`config.mk`:
```
export PLATFORM = sky130hd
export DESIGN_NAME = vector_loader7_flat
export DESIGN_NICKNAME = d
export VERILOG_FILES = /design/src/rtl/vector_loader7_pkg.sv /design/src/rtl/vector_loader7_if.sv /design/src/rtl/vector_loader7.sv /design/src/flat_wrapper.sv
export VERILOG_INCLUDE_DIRS = /design/src /design/src/rtl
export SDC_FILE = /design/constraint.sdc
export NUM_CORES = 1
export LEC_CHECK = 0
export CAP_MARGIN = 10
export CELL_PAD_IN_SITES_DETAIL_PLACEMENT = 2
export CELL_PAD_IN_SITES_GLOBAL_PLACEMENT = 2
export CORE_ASPECT_RATIO = 1.5
export CORE_MARGIN = 1
export CORE_UTILIZATION = 40
export CTS_CLUSTER_DIAMETER = 80
export CTS_CLUSTER_SIZE = 14
export DETAILED_ROUTE_END_ITERATION = 16
export GPL_TIMING_DRIVEN = 0
export PLACE_DENSITY_LB_ADDON = 0.05
export SYNTH_ARGS = -nofsm -noshare
export SYNTH_HDL_FRONTEND = slang
export SYNTH_SLANG_ARGS = --single-unit
export TNS_END_PERCENT = 20
```
`constraint.sdc`:
```
create_clock -name clk -period 2.6 [get_ports clk]
set_input_delay 0.52 -clock clk [delete_from_list [all_inputs] [get_ports clk]]
set_output_delay 0.52 -clock clk [all_outputs]
set_load 0.01 [all_outputs]
```
`src/rtl/config.svh`:
```
// Global word format for the loader: N-bit signed-magnitude words with F fraction bits.
`ifndef VECTOR_LOADER7_CONFIG_SVH
`define VECTOR_LOADER7_CONFIG_SVH
`define N 16
`define F 8
`endif

```
`src/rtl/vector_loader7_pkg.sv`:
```
// Shared types for the 7-word vector loader: word and vector shapes plus index width.
`include "config.svh"

package loader_pkg;
    localparam int K_OPS  = 7;
    localparam int WORD_W = `N;
    localparam int IDX_W  = $clog2(K_OPS);

    typedef logic [`N-1:0] word_t;
    typedef word_t [0:K_OPS-1] vec_t;
endpackage

```
`src/rtl/vector_loader7_if.sv`:
```
// Word stream in, K-word vector out, plus the framing-error pulse.
interface vector_loader7_if;
    import loader_pkg::*;

    logic  in_valid;
    logic  in_ready;
    word_t in_data;
    logic  in_last;
    logic  out_valid;
    logic  out_ready;
    word_t out_vec [0:K_OPS-1];
    logic  frame_err;

    modport master (
        output in_valid, in_data, in_last, out_ready,
        input  in_ready, out_valid, out_vec, frame_err
    );

    modport slave (
        input  in_valid, in_data, in_last, out_ready,
        output in_ready, out_valid, out_vec, frame_err
    );
endinterface

```
`src/rtl/vector_loader7.sv`:
```
// Collects serial words into 7-word vectors using two ping-pong banks, so one
// bank can be presented downstream while the other is being filled.
`include "config.svh"

module vector_loader7
    import loader_pkg::*;
#(
    parameter int N = `N,
    parameter int K = K_OPS
) (
    input  logic              clk,
    input  logic              rst_n,
    vector_loader7_if.slave   bus
);

    localparam logic [IDX_W-1:0] IDX_LAST = IDX_W'(K - 1);

    logic [N-1:0]     bank_q [0:1][0:K-1];
    logic [IDX_W-1:0] idx_q, idx_d;
    logic             wb_q, wb_d;
    logic             rb_q, rb_d;
    logic [1:0]       fc_q, fc_d;
    logic             frame_err_q, frame_err_d;

    logic accept, take, at_last, complete, abort, wr_en;

    // Handshake outputs depend on registers only, never on in_valid/out_ready.
    assign bus.in_ready  = (fc_q != 2'd2);
    assign bus.out_valid = (fc_q != 2'd0);
    assign bus.frame_err = frame_err_q;

    assign accept   = bus.in_valid && bus.in_ready;
    assign take     = bus.out_valid && bus.out_ready;
    assign at_last  = (idx_q == IDX_LAST);
    assign complete = accept && at_last;
    assign abort    = accept && !at_last && bus.in_last;
    assign wr_en    = accept && !abort;

    always_comb begin
        idx_d       = idx_q;
        wb_d        = wb_q;
        rb_d        = rb_q;
        fc_d        = fc_q;
        frame_err_d = 1'b0;

        if (accept) begin
            if (at_last) begin
                idx_d       = '0;
                wb_d        = ~wb_q;
                frame_err_d = ~bus.in_last;
            end else if (bus.in_last) begin
                idx_d       = '0;
                frame_err_d = 1'b1;
            end else begin
                idx_d = idx_q + IDX_W'(1);
            end
        end

        if (take) begin
            rb_d = ~rb_q;
        end

        // A completing frame and a take in the same cycle cancel out in fc.
        case ({complete, take})
            2'b10:   fc_d = fc_q + 2'd1;
            2'b01:   fc_d = fc_q - 2'd1;
            default: fc_d = fc_q;
        endcase
    end

    always_ff @(posedge clk or negedge rst_n) begin
        if (!rst_n) begin
            idx_q       <= '0;
            wb_q        <= 1'b0;
            rb_q        <= 1'b0;
            fc_q        <= 2'd0;
            frame_err_q <= 1'b0;
        end else begin
            idx_q       <= idx_d;
            wb_q        <= wb_d;
            rb_q        <= rb_d;
            fc_q        <= fc_d;
            frame_err_q <= frame_err_d;
        end
    end

    genvar gb, gi;
    generate
        for (gb = 0; gb < 2; gb++) begin : g_bank
            for (gi = 0; gi < K; gi++) begin : g_word
                always_ff @(posedge clk or negedge rst_n) begin
                    if (!rst_n) begin
                        bank_q[gb][gi] <= '0;
                    end else if (wr_en && (wb_q == gb[0]) && (idx_q == IDX_W'(gi))) begin
                        bank_q[gb][gi] <= bus.in_data;
                    end
                end
            end
        end

        for (gi = 0; gi < K; gi++) begin : g_out
            assign bus.out_vec[gi] = bank_q[rb_q][gi];
        end
    endgenerate

endmodule

```
`src/flat_wrapper.sv`:
```
// flat-port wrapper written by rule: the top's interface ports become plain ports
module vector_loader7_flat import loader_pkg::*;
#(
    parameter int N = `N,
    parameter int K = K_OPS
)
  (clk, rst_n, bus_in_valid, bus_in_data, bus_in_last, bus_out_ready, bus_in_ready, bus_out_valid, bus_out_vec, bus_frame_err);
  vector_loader7_if bus_i ();
  input  logic clk;
  input  logic rst_n;
  input wire logic [$bits(bus_i.in_valid)-1:0] bus_in_valid;
  input wire logic [$bits(bus_i.in_data)-1:0] bus_in_data;
  input wire logic [$bits(bus_i.in_last)-1:0] bus_in_last;
  input wire logic [$bits(bus_i.out_ready)-1:0] bus_out_ready;
  output wire logic [$bits(bus_i.in_ready)-1:0] bus_in_ready;
  output wire logic [$bits(bus_i.out_valid)-1:0] bus_out_valid;
  output wire logic [$bits(bus_i.out_vec)-1:0] bus_out_vec;
  output wire logic [$bits(bus_i.frame_err)-1:0] bus_frame_err;
  assign bus_i.in_valid = bus_in_valid;
  assign bus_i.in_data = bus_in_data;
  assign bus_i.in_last = bus_in_last;
  assign bus_i.out_ready = bus_out_ready;
  assign bus_in_ready = bus_i.in_ready;
  assign bus_out_valid = bus_i.out_valid;
  assign bus_out_vec = {>>{bus_i.out_vec}};
  assign bus_frame_err = bus_i.frame_err;
  vector_loader7 #(.N(N), .K(K)) u_core (.clk(clk), .rst_n(rst_n), .bus(bus_i));
endmodule
```
==> Word level (Yosys, flattened, before mapping) <==
Index checks and enable logic that the tools add are counted.
{ "word_totals": {"in_bits": 21, "register_bits": 232} }
{ "op_classes": {"bitwise_logic": 4, "magnitude_cmp": 1, "reduce_logical": 28, "n_eq_ne": 9, "n_addsub": 3, "mux": 9} }
{ "op_table": {"columns": ["operator", "n"], "rows": [
  ["two-way mux 112 bit", 3],
  ["logical AND 1 bit", 22],
  ["== test 3 bit (second input constant)", 3],
  ["== test 3 x 2 -> 1 bit (second input constant)", 2],
  ["two-way mux 3 bit", 2],
  ["case mux 2 bit (2 select lines)", 1],
  ["nonzero test 2 bit", 2],
  ["adder 3 x 1 -> 3 bit (second input constant)", 1],
  ["== test 3 x 1 -> 1 bit (second input constant)", 1],
  ["logical NOT 3 bit", 1],
  ["two-way mux 1 bit", 3],
  ["inverter 1 bit", 3],
  ["adder 2 x 1 -> 2 bit (second input constant)", 1],
  ["== test 2 x 1 -> 1 bit (second input constant)", 1],
  ["== test 2 bit (second input constant)", 1],
  ["greater-or-equal comparator 2 bit (second input constant)", 1],
  ["logical NOT 1 bit", 2],
  ["inequality test 2 bit (second input constant)", 1],
  ["inverter 1 -> 2 bit", 1],
  ["AND reduction 2 bit", 1],
  ["subtractor 2 x 1 -> 2 bit (second input constant)", 1]
]} }

==> Depth between registers and ports, before layout <==
Gate-level depths: netlist (run 1).
{ "logic_depth": {"ltp_word": 8, "mapped_depth": 9, "mapped_depth_nobuf": 8} }

==> Worst setup path before layout (run 1) <==
No wires, ideal clock.
{ "synth_path": {"path_type": "register -> register", "from": "register u_core.idx_q[0]", "to": "register u_core.bank_q[133] (netlist name)", "arrival_ps": 1947, "setup_ps": 125, "setup_slack_ps": 528, "stages_incl_launch_ff": 8, "path_cell_list": "dfrtp_1 -> inv_1 -> ha_1 -> a21boi_1 -> buf_4 -> nor4_4 -> buf_4 -> mux2_2"} }
{ "synth_via": {"elab_chain_cells": 8} }
{ "synth_rtl": {"columns": ["element", "line_no", "rtl"], "rows": [
  ["start, declared", "vector_loader7.sv:19", "logic [IDX_W-1:0] idx_q, idx_d;"],
  ["start signal, assigned", "vector_loader7.sv:79", "idx_q <= idx_d;"],
  ["== test 3 bit", "vector_loader7.sv:34", "assign at_last = (idx_q == IDX_LAST);"],
  ["logical NOT 1 bit", "vector_loader7.sv:36", "assign abort = accept && !at_last && bus.in_last;"],
  ["logical AND 1 bit (2 in series)", "vector_loader7.sv:36", null],
  ["logical NOT 1 bit", "vector_loader7.sv:37", "assign wr_en = accept && !abort;"],
  ["logical AND 1 bit", "vector_loader7.sv:37", null],
  ["logical AND 1 bit", "vector_loader7.sv:94", "end else if (wr_en && (wb_q == gb[0]) && (idx_q == IDX_W'(gi))) begin"],
  ["logical AND 1 bit (*)", "vector_loader7.sv:94", null],
  ["end signal, assigned by index", "vector_loader7.sv:95", "bank_q[gb][gi] <= bus.in_data;"],
  ["end, declared", "vector_loader7.sv:18", "logic [N-1:0] bank_q [0:1][0:K-1];"]
]} }
Every way passes the cells marked *; elsewhere a longest branch is shown, timed or not.
A chain may end at the register's enable or synchronous reset.

==> Worst setup path in the final report (run 1) <==
{ "layout_path": {"from": "register u_core.rb_q", "to": "output bus_out_vec[102]"} }
{ "layout_via": {"elab_chain_cells": 4} }
{ "layout_rtl": {"columns": ["element", "line_no", "rtl"], "rows": [
  ["start, declared", "vector_loader7.sv:21", "logic rb_q, rb_d;"],
  ["start signal, assigned", "vector_loader7.sv:81", "rb_q <= rb_d;"],
  ["inverter 1 -> 2 bit (implied by the code)", "vector_loader7.sv:102", "assign bus.out_vec[gi] = bank_q[rb_q][gi];"],
  ["two-way mux 112 bit (implied by the code) (3 in series)", "vector_loader7.sv:102", null],
  ["end, declared", "flat_wrapper.sv:17", "output wire logic [$bits(bus_i.out_vec)-1:0] bus_out_vec;"]
]} }
Every way passes these cells. The select of a mux whose other input is x is not followed.

==> results.yml, run 1 <==
outcome:
  status: "finished, violations left"
  violations: "negative setup slack"
pwr:
  powerDensity_nw_per_um2: 1050
  p_leak_uw: 0.00692
  ir_drop_uv: 455
  power.total_uw: 13800
sta:
  fin_tns_setup_ns: -0.0533
  fin_crit_ns: 2.64
  rsz0062_at_grt: "true"
  maxSlewHeadroom_pct: 40.4
  worst_pin_slew_ns: 0.895
  fmax_mhz: 379
  slew_viol_final: 0
  hold_viol: 0
  finalCritPeriodShare_pct: 101
  setup_violations: 5
  final.setup_skew_ns: 0.0124
  worst_slack_ns: -0.0367
final_layout:
  stdcell_count: 1166
  diodes: 0
  design_area_um2: 13200
  drive_gt1_share_pct: 50.1
  final_cell_mix: "315 x mux2_2, 230 x dfrtp_1, 61 x clkdlybuf4s50_1"
  synthToLayoutAreaGrowth_pct: 25.2
  final_common_cell: "mux2_2"
  nets: 860
  fill_cells: 2370
placed_design:
  pre_cts_slack_ns: -0.749
  post_dp_cell_area_um2: 12300
  globalplace.congestion: 0.762
  numPortBuffers: 135
  dp_cells: 1142
  dp_hpwl_um: 19400
grt:
  track_usage_pct: 21.4
  grt.overflow.total: 0
  grt_max_degree: 121
  grt_pass1_wl_um: 43400
  grt_pass1_vias: 7247
  grt_antenna_before_repair: 0
detailed_routing:
  drt_iter0_drc: 151
  post_drt_wl_per_cell_um: 23.9
  dr.pass1.iters: 4
  wirelength_um: 27900
  viasPerCell: 5.27
  ant_nets: 0
  drc: 0
  dr_total_vias: 6146
die:
  die-height_um: 201
  rows: 72
  die_area_um2: 27000
  die_w_um: 134
  core_um2: 25900
  ios: 136
  start_util_pct: 40.7
synthesis:
  syn_inst: 673
  synth_warnings: 0
  synth_area_leader_cell: "dfrtp_1"
  synth-edff-count: 0
  seq_area_frac_synth_pct: 55.1
  syn-cell-area_um2: 10500
  synth_area_leaders: "dfrtp_1 55%, mux2_2 34%, mux2_4 2.9%"
  synth_fp_nets: 700
  synthDistinctLibCells: 31
  syn_avg_cell_area_um2: 15.6
  synthFlopType: "dfrtp_1"
  ys_ff_latch: 232
  synthArstFlopShare_pct: 100
  yosysTopAreaCellShare_pct: 55.1
worst_setup_path:
  critPathKind: "flop to primary output"
  arrival_ns: 2.12
  critPathCaptureType: "primary output"
  crit_chain: "clkbuf_4 -> mux2_2 -> clkdlybuf4s50_1"
  cp-start-kind: "flop"
  slowest_stage: "clkdlybuf4s50_1"
  cp.required_ns: 2.08
  critPathMaxFanout: 10
  cpPeakStageDelay_ns: 0.49
min_path:
  min_path_type: "input pin to async pin"
clocking:
  clock_path_buffers: 3
  cts_max_level: 1
  cts.clk_slew.worst_paths_ns: 0.07
  cts_root_buf: "clkbuf_16"
  tritoncts: "done"
  clk_latency_ns: 0.50
  postCtsHoldBufs: 0
  clkSinkCount: 232
  cts-buffers-inserted: 20
run:
  drv_cap: 0
[cell families after synthesis]
kind of cell | Yosys count | share of synthesized area [%]
buffers and inverters | 58 | 3.23
xor gates and xnor gates | 6 | 0.499
AOI/OAI and AO/OA | 5 | 0.333
and+or+nand+nor | 30 | 3.42
muxes | 336 | 36.7
adders and majority gates | 6 | 0.713
DFF | 232 | 55.1
[worst max-delay path, delay by kind of cell (launching register included)]
kind / cells / cell delay [ns]
mux: 1 / 0.41
flops: 1 / 0.42
buf+inv: 2 / 0.79
[routing by layer]
metal | global-route usage [%] | vias up | routed length [um]
met5 | 0 | - | 0
met4 | 6.74 | 0 | 798
met3 | 2.45 | 44 | 882
met2 | 40.2 | 129 | 15400
met1 | 24.9 | 3272 | 10800
li1 | - | 2701 | -
[state kept, by name (all words and copies together) (netlist names)]
name / count
u_core.bank_q: 224
u_core.bus.frame_err: 1
u_core.fc_q: 2
u_core.idx_q: 3
u_core.rb_q: 1
u_core.wb_q: 1
[cell usage after synthesis, drive strengths merged, types with 2 or more instances]
library cell and number:
and2 2, dfrtp 232, or4b 2, o21ai 2, ha 6, clkbuf 27, inv 6, nand2 4
xor2 2, nand2b 4, nor4 10, xnor2 4, buf 25, o2bb2ai 2, nor2 2, mux2 336
[final cells by class]
class	instances	area, um2	area share (%)
clock buffers	21	526	3.99
well taps	333	417	3.16
flip-flops and latches	232	5810	44.1
repair buffers	139	1550	11.7
multi-input cells	383	4390	33.3
inverters	6	22.5	0.171
clock inverters	1	8.76	0.0664
plain buffers	51	464	3.52
[where the power goes]
group	internal (uW)	switching [uW]
combinational	3350	2480
sequential	4710	603
clock	1430	1260
total	9490	4350
[per-stage QoR]
step / hold slack [ns] / util [%]
after floorplan: 0.224 / -
after global placement: 0.471 / 47.6
after detailed placement: 0.488 / 47.7
after CTS: 0.129 / 50.2
after global routing: 0.154 / 51.0
final: 0.0852 / 51.0
[repair_timing]
item                                    4_1_cts  5_1_grt
setup buffers                                 3        0
resized for setup                            55       79
endpoints found under the setup margin      143      174
pin swaps                                     2        0
[worst paths after layout]
path / to / start / slack, ns / cells after the start
setup / recovery: bus_out_vec[102] / u_core.rb_q$_DFFE_PN0P_ / -0.04 / 3
hold / removal: u_core.bank_q[169]$_DFFE_PN0P_ / rst_n / 0.09 / 1
hold reg to reg: u_core.bank_q[0]$_DFFE_PN0P_ / u_core.bank_q[0]$_DFFE_PN0P_ / 0.50 / 1
setup reg to reg: u_core.bank_q[109]$_DFFE_PN0P_ / u_core.idx_q[0]$_DFFE_PN0N_ / 0.09 / 7
min in group clk: u_core.bank_q[0]$_DFFE_PN0P_ / u_core.bank_q[0]$_DFFE_PN0P_ / 0.50 / 1
max in group asynchronous: u_core.bank_q[65]$_DFFE_PN0P_ / rst_n / 1.37 / 2
No activity file was read; power rests on OpenSTA's default activity.
==> inputs of run 2 (changes only) <==
SLEW_MARGIN = 20   (was default)
==> run 2 against run 1 <==
  * The run still ends with negative setup slack left
  * Total power rose by 0.37%
  * Highest routed layer unchanged
  * Final cell count rose by 0.69%
  * Clock skew fell by 0.0030 ns
  * Largest cell class unchanged
==> results.yml, run 2 (synthesized netlist as in run 1, its figures left out) <==
outcome:
  status: "finished, violations left"
  violations: "negative setup slack"
detailed_routing:
  dr_wl_met3_um: 738
  viasPerCell: 5.22
  drc: 0
  wl_met1_um: 11200
  dr_total_vias: 6131
  post_drt_wl_per_cell_um: 24.4
  drt_iter0_drc: 163
  ant_nets: 0
  routed-wl-met2_um: 16000
  topRoutingLayerUsed: "met4"
  wirelength_um: 28600
  dr.pass1.iters: 4
worst_setup_path:
  cp-start-kind: "flop"
  cpPeakStageDelay_ns: 0.48
  crit_top_cell: "clkbuf_8"
  critPathMaxFanout: 10
  arrival_ns: 2.18
  crit_chain: "clkbuf_8 -> clkbuf_8 -> mux2_2 -> clkdlybuf4s50_1"
  critPathBufInv: 3
  slowest_stage: "clkdlybuf4s50_1"
  cp.required_ns: 2.08
  critPathKind: "flop to primary output"
  cpLargestDelayFamily: "buffers and inverters"
  critPathCaptureType: "primary output"
grt:
  grt_pass1_vias: 7252
  grt_pass1_wl_um: 44500
  grt.overflow.total: 0
  grt_antenna_before_repair: 0
  track_usage_pct: 22.1
  grt_max_degree: 98
placed_design:
  globalplace.congestion: 0.762
  dp_hpwl_um: 19600
  post_dp_cell_area_um2: 12400
  numPortBuffers: 135
run:
  drv_cap: 0
die:
  rows: 72
  die_area_um2: 27000
  core_um2: 25900
  start_util_pct: 40.7
  die_w_um: 134
  ios: 136
  die-height_um: 201
pwr:
  powerDensity_nw_per_um2: 1060
  sw_frac_of_total_pct: 31.8
  p_int_uw: 9470
  power.total_uw: 13900
  p_sw_uw: 4420
  p_comb_share_pct: 42.3
  ir_drop_uv: 490
  clkPwrFrac_pct: 19.5
  p_leak_uw: 0.00648
  power_frac_seq_pct: 38.2
clocking:
  clock_path_buffers: 3
  clkSinkCount: 232
  clk_latency_ns: 0.51
  cts-buffers-inserted: 20
  cts.clk_slew.worst_paths_ns: 0.07
  tritoncts: "done"
  cts_root_buf: "clkbuf_16"
  postCtsHoldBufs: 0
  cts_max_level: 1
sta:
  final.setup_skew_ns: 0.00948
  fmax_mhz: 370
  maxSlewHeadroom_pct: 46.3
  slew_viol_final: 0
  setup_violations: 37
  hold_viol: 0
  worst_pin_slew_ns: 0.800
  rsz0062_at_grt: "true"
  fin_crit_ns: 2.70
  finalCritPeriodShare_pct: 104
  worst_slack_ns: -0.0993
final_layout:
  regArea_um2: 5810
  final_common_cell: "mux2_2"
  drive_gt1_share_pct: 50.2
  design_area_um2: 13100
  synthToLayoutAreaGrowth_pct: 24.8
  top_regs: "u_core.bank_q (224), u_core.idx_q (3), u_core.fc_q (2)"
  multi_input_comb_area_um2: 4380
  largest_reg_flops: 224
  diodes: 0
  top_register: "u_core.bank_q"
  final_cell_mix: "316 x mux2_2, 231 x dfrtp_1, 67 x clkdlybuf4s50_1"
  fill_cells: 2398
  nets: 868
min_path:
  min_path_type: "input pin to async pin"
==> run 2: cell types whose count changed in the layout (fill, tap and decap cells not counted), moves of 4 or more <==
| cell | previous run | this run |
|---|---|---|
| clkbuf_8 | 0 | 5 |
| buf_6 | 12 | 18 |
| clkbuf_16 | 22 | 26 |
| clkdlybuf4s50_1 | 61 | 67 |
| buf_12 | 5 | 1 |
| dlygate4sd2_1 | 13 | 54 |
| dlymetal6s2s_1 | 57 | 13 |
==> run 2: cell type report <==
| class | instances | area share, % |
|---|---|---|
| Inverter | 6 | 0.171 |
| Multi-Input combinational cell | 383 | 33.3 |
| Sequential cell | 232 | 44.2 |
| Tap cell | 333 | 3.17 |
| Clock inverter | 1 | 0.0667 |
| Clock buffer | 21 | 4.00 |
| Buffer | 51 | 3.82 |
| Timing Repair Buffer | 147 | 11.2 |
==> run 2: worst reg2reg max path, stage by stage (launching register included) <==
cell and delay [ns]:
dfrtp_1 0.42, inv_1 0.12, ha_1 0.21, a21boi_1 0.12, buf_6 0.20, nor4_4 0.61
buf_6 0.28, mux2_2 0.36
==> run 2: worst paths after layout <==
kind                       depth (start not counted)                   startpoint  slack, ns                              to
setup reg to reg                                   7  u_core.idx_q[0]$_DFFE_PN0N_       0.15  u_core.bank_q[101]$_DFFE_PN0P_
hold reg to reg                                    1   u_core.fc_q[1]$_DFFE_PN0P_       0.50      u_core.fc_q[1]$_DFFE_PN0P_
min in group clk                                   1   u_core.fc_q[1]$_DFFE_PN0P_       0.50      u_core.fc_q[1]$_DFFE_PN0P_
hold / removal                                     1                        rst_n       0.05  u_core.bank_q[169]$_DFFE_PN0P_
max in group asynchronous                          2                        rst_n       1.65  u_core.bank_q[190]$_DFFE_PN0P_
setup / recovery                                   4      u_core.rb_q$_DFFE_PN0P_       -0.1                 bus_out_vec[44]
==> run 2: metrics by stage <==
step	worst slack, ns	util, %	instances	setup TNS [ns]	hold slack, ns
after floorplan	0.528	-	673	0	0.224
after global placement	-8.49	47.6	1141	-2022.44	0.471
after detailed placement	-0.759	47.8	1143	-70.62	0.488
after CTS	-0.146	50.5	1171	-5.75	0.0736
after global routing	-0.172	50.8	1174	-5.31	0.0920
final	-0.0993	50.8	1174	-2.05	0.0532
==> run 2: per-layer routing <==
layer,vias to the layer above,global-route usage (%)
met5,-,0
met4,0,7.26
met3,38,2.55
met2,108,41.7
met1,3270,25.6
li1,2715,-
==> run 2: power by group through the flow <==
stage	combinational [uW]	sequential (uW)	clock [uW]
after floorplan	3320	5120	0
after global placement	5620	5240	0
after detailed placement	5810	5360	0
after CTS	5950	5320	2800
after global routing	6280	5450	2910
final	5880	5320	2700
==> run 2: timing repair <==
item / in CTS / in global routing
cloned: 2 / 0
gates resized for setup: 94 / 25
hold endpoints to repair: 0 / 0
pin swaps: 3 / 4
setup buffers: 5 / 3
endpoints found under the setup margin: 143 / 144
==> inputs of run 3 (changes only) <==
CTS_CLUSTER_SIZE = default   (was 14)
==> run 3 against run 2 <==
  * Die area is the same
  * The flow still finishes with violations (negative setup slack)
  * First-iteration DRC count decreased by 12%
  * Largest cell class unchanged
  * Total power is 6.2% higher
  * Critical endpoint is now bus_out_vec[102]
==> results.yml, run 3 (synthesized netlist as in run 1, its figures left out) <==
placed_design:
  numPortBuffers: 135
  globalplace.congestion: 0.762
  pre_cts_slack_ns: -0.759
  dp_hpwl_um: 19600
die:
  ios: 136
  rows: 72
  die_area_um2: 27000
  start_util_pct: 40.7
  die-height_um: 201
  die_w_um: 134
  core_um2: 25900
worst_setup_path:
  critPathCaptureType: "primary output"
  reg2reg_depth: 7
  arrival_ns: 2.12
  cp.required_ns: 2.08
  critPathKind: "flop to primary output"
  rr_endpoint: "u_core.bank_q[105]$_DFFE_PN0P_"
  critPathMaxFanout: 10
  r2r_setup_slack_ns: 0.09
  r2r-start: "u_core.idx_q[0]$_DFFE_PN0N_"
  critPathLaunch: "u_core.rb_q$_DFFE_PN0P_"
  cp-start-kind: "flop"
sta:
  fin_crit_ns: 2.64
  rsz0062_at_grt: "true"
  slew_viol_final: 0
  setup_violations: 5
  final.setup_skew_ns: 0.0156
  maxSlewHeadroom_pct: 46.7
  worst_pin_slew_ns: 0.794
  hold_viol: 0
  fmax_mhz: 379
  worst_slack_ns: -0.0368
  finalCritPeriodShare_pct: 101
  fin_tns_setup_ns: -0.0813
outcome:
  status: "finished, violations left"
  violations: "negative setup slack"
detailed_routing:
  dr_total_vias: 6210
  wirelength_um: 29100
  drt_iter0_drc: 143
  viasPerCell: 5.19
  post_drt_wl_per_cell_um: 24.4
  dr.pass1.iters: 4
  ant_nets: 0
  drc: 0
grt:
  grt_pass1_vias: 7338
  grt_pass1_wl_um: 45300
  grt_max_degree: 98
  grt_antenna_before_repair: 0
  grt.overflow.total: 0
  track_usage_pct: 22.4
clocking:
  cts_root_buf: "clkbuf_16"
  postCtsHoldBufs: 0
  clkSinkCount: 232
  cts.clk_slew.worst_paths_ns: 0.07
  clk_latency_ns: 0.51
  tritoncts: "done"
  cts-buffers-inserted: 24
  clock_path_buffers: 3
  cts_max_level: 1
final_layout:
  nets: 872
  final_common_cell: "mux2_2"
  largest_reg_flops: 224
  final_core_util_pct: 51.8
  top_regs: "u_core.bank_q (224), u_core.idx_q (3), u_core.fc_q (2)"
  diodes: 0
  final_cell_mix: "316 x mux2_2, 231 x dfrtp_1, 60 x clkdlybuf4s50_1"
  synthToLayoutAreaGrowth_pct: 27.2
  drive_gt1_share_pct: 52.1
  top_register: "u_core.bank_q"
pwr:
  p_leak_uw: 0.00641
  ir_drop_uv: 662
  powerDensity_nw_per_um2: 1100
run:
  drv_cap: 0
min_path:
  min_path_type: "input pin to async pin"
==> run 3: layout make-up <==
cell class	count	area, um2
Sequential cell	232	5810
Clock inverter	9	103
Tap cell	333	417
Inverter	6	22.5
Timing Repair Buffer	147	1430
Buffer	51	510
Fill cell	2366	12500
Multi-Input combinational cell	383	4380
Clock buffer	35	723
==> run 3: metrics by stage <==
step	instance area, um2	cells	total power (uW)	hold WS (ns)
4_1_cts	13300	1191	14900	0.0756
6_report	13400	1196	14800	0.0379
2_1_floorplan	10500	673	8440	0.224
5_1_grt	13400	1196	15500	0.0762
3_5_place_dp	12400	1143	11200	0.488
3_3_place_gp	12300	1141	10900	0.471
==> run 3: report_power, final <==
part | leakage (uW) | switching, uW | total (uW) | internal [uW]
Combinational | 0.00294 | 2540 | 5860 | 3320
Sequential | 0.00307 | 619 | 5330 | 4710
Clock | 0.000400 | 1440 | 3570 | 2130
==> run 3: how the worst max path moves through the flow <==
| stage | endpoint | cells after the start |
|---|---|---|
| floorplan | u_core.bank_q[133]$_DFFE_PN0P_ | 7 |
| detailed placement | bus_out_vec[69] | 5 |
| global route | bus_out_vec[102] | 3 |
| CTS | bus_out_vec[60] | 4 |
| global placement | u_core.bank_q[97]$_DFFE_PN0P_ | 1 |
| finish | bus_out_vec[102] | 3 |
==> run 3: worst max-delay path, cell delays in order, from the launching register on <==
cell	delay (ns)
dfrtp_2	0.44
buf_4	0.27
mux2_2	0.40
clkdlybuf4s50_1	0.49
==> run 3: repair_timing <==
item,4_1_cts,5_1_grt
gates cloned,1,0
buffers inserted,4,5
resized for setup,121,53
setup endpoints to repair,136,94
pin swaps,2,0
==> run 3: per-layer routing <==
| metal | global-route usage [%] | part of all wire, % |
|---|---|---|
| met5 | 0 | 0 |
| met4 | 6.26 | 2.6 |
| met3 | 2.78 | 2.8 |
| met2 | 42.5 | 55 |
| met1 | 26.1 | 39 |
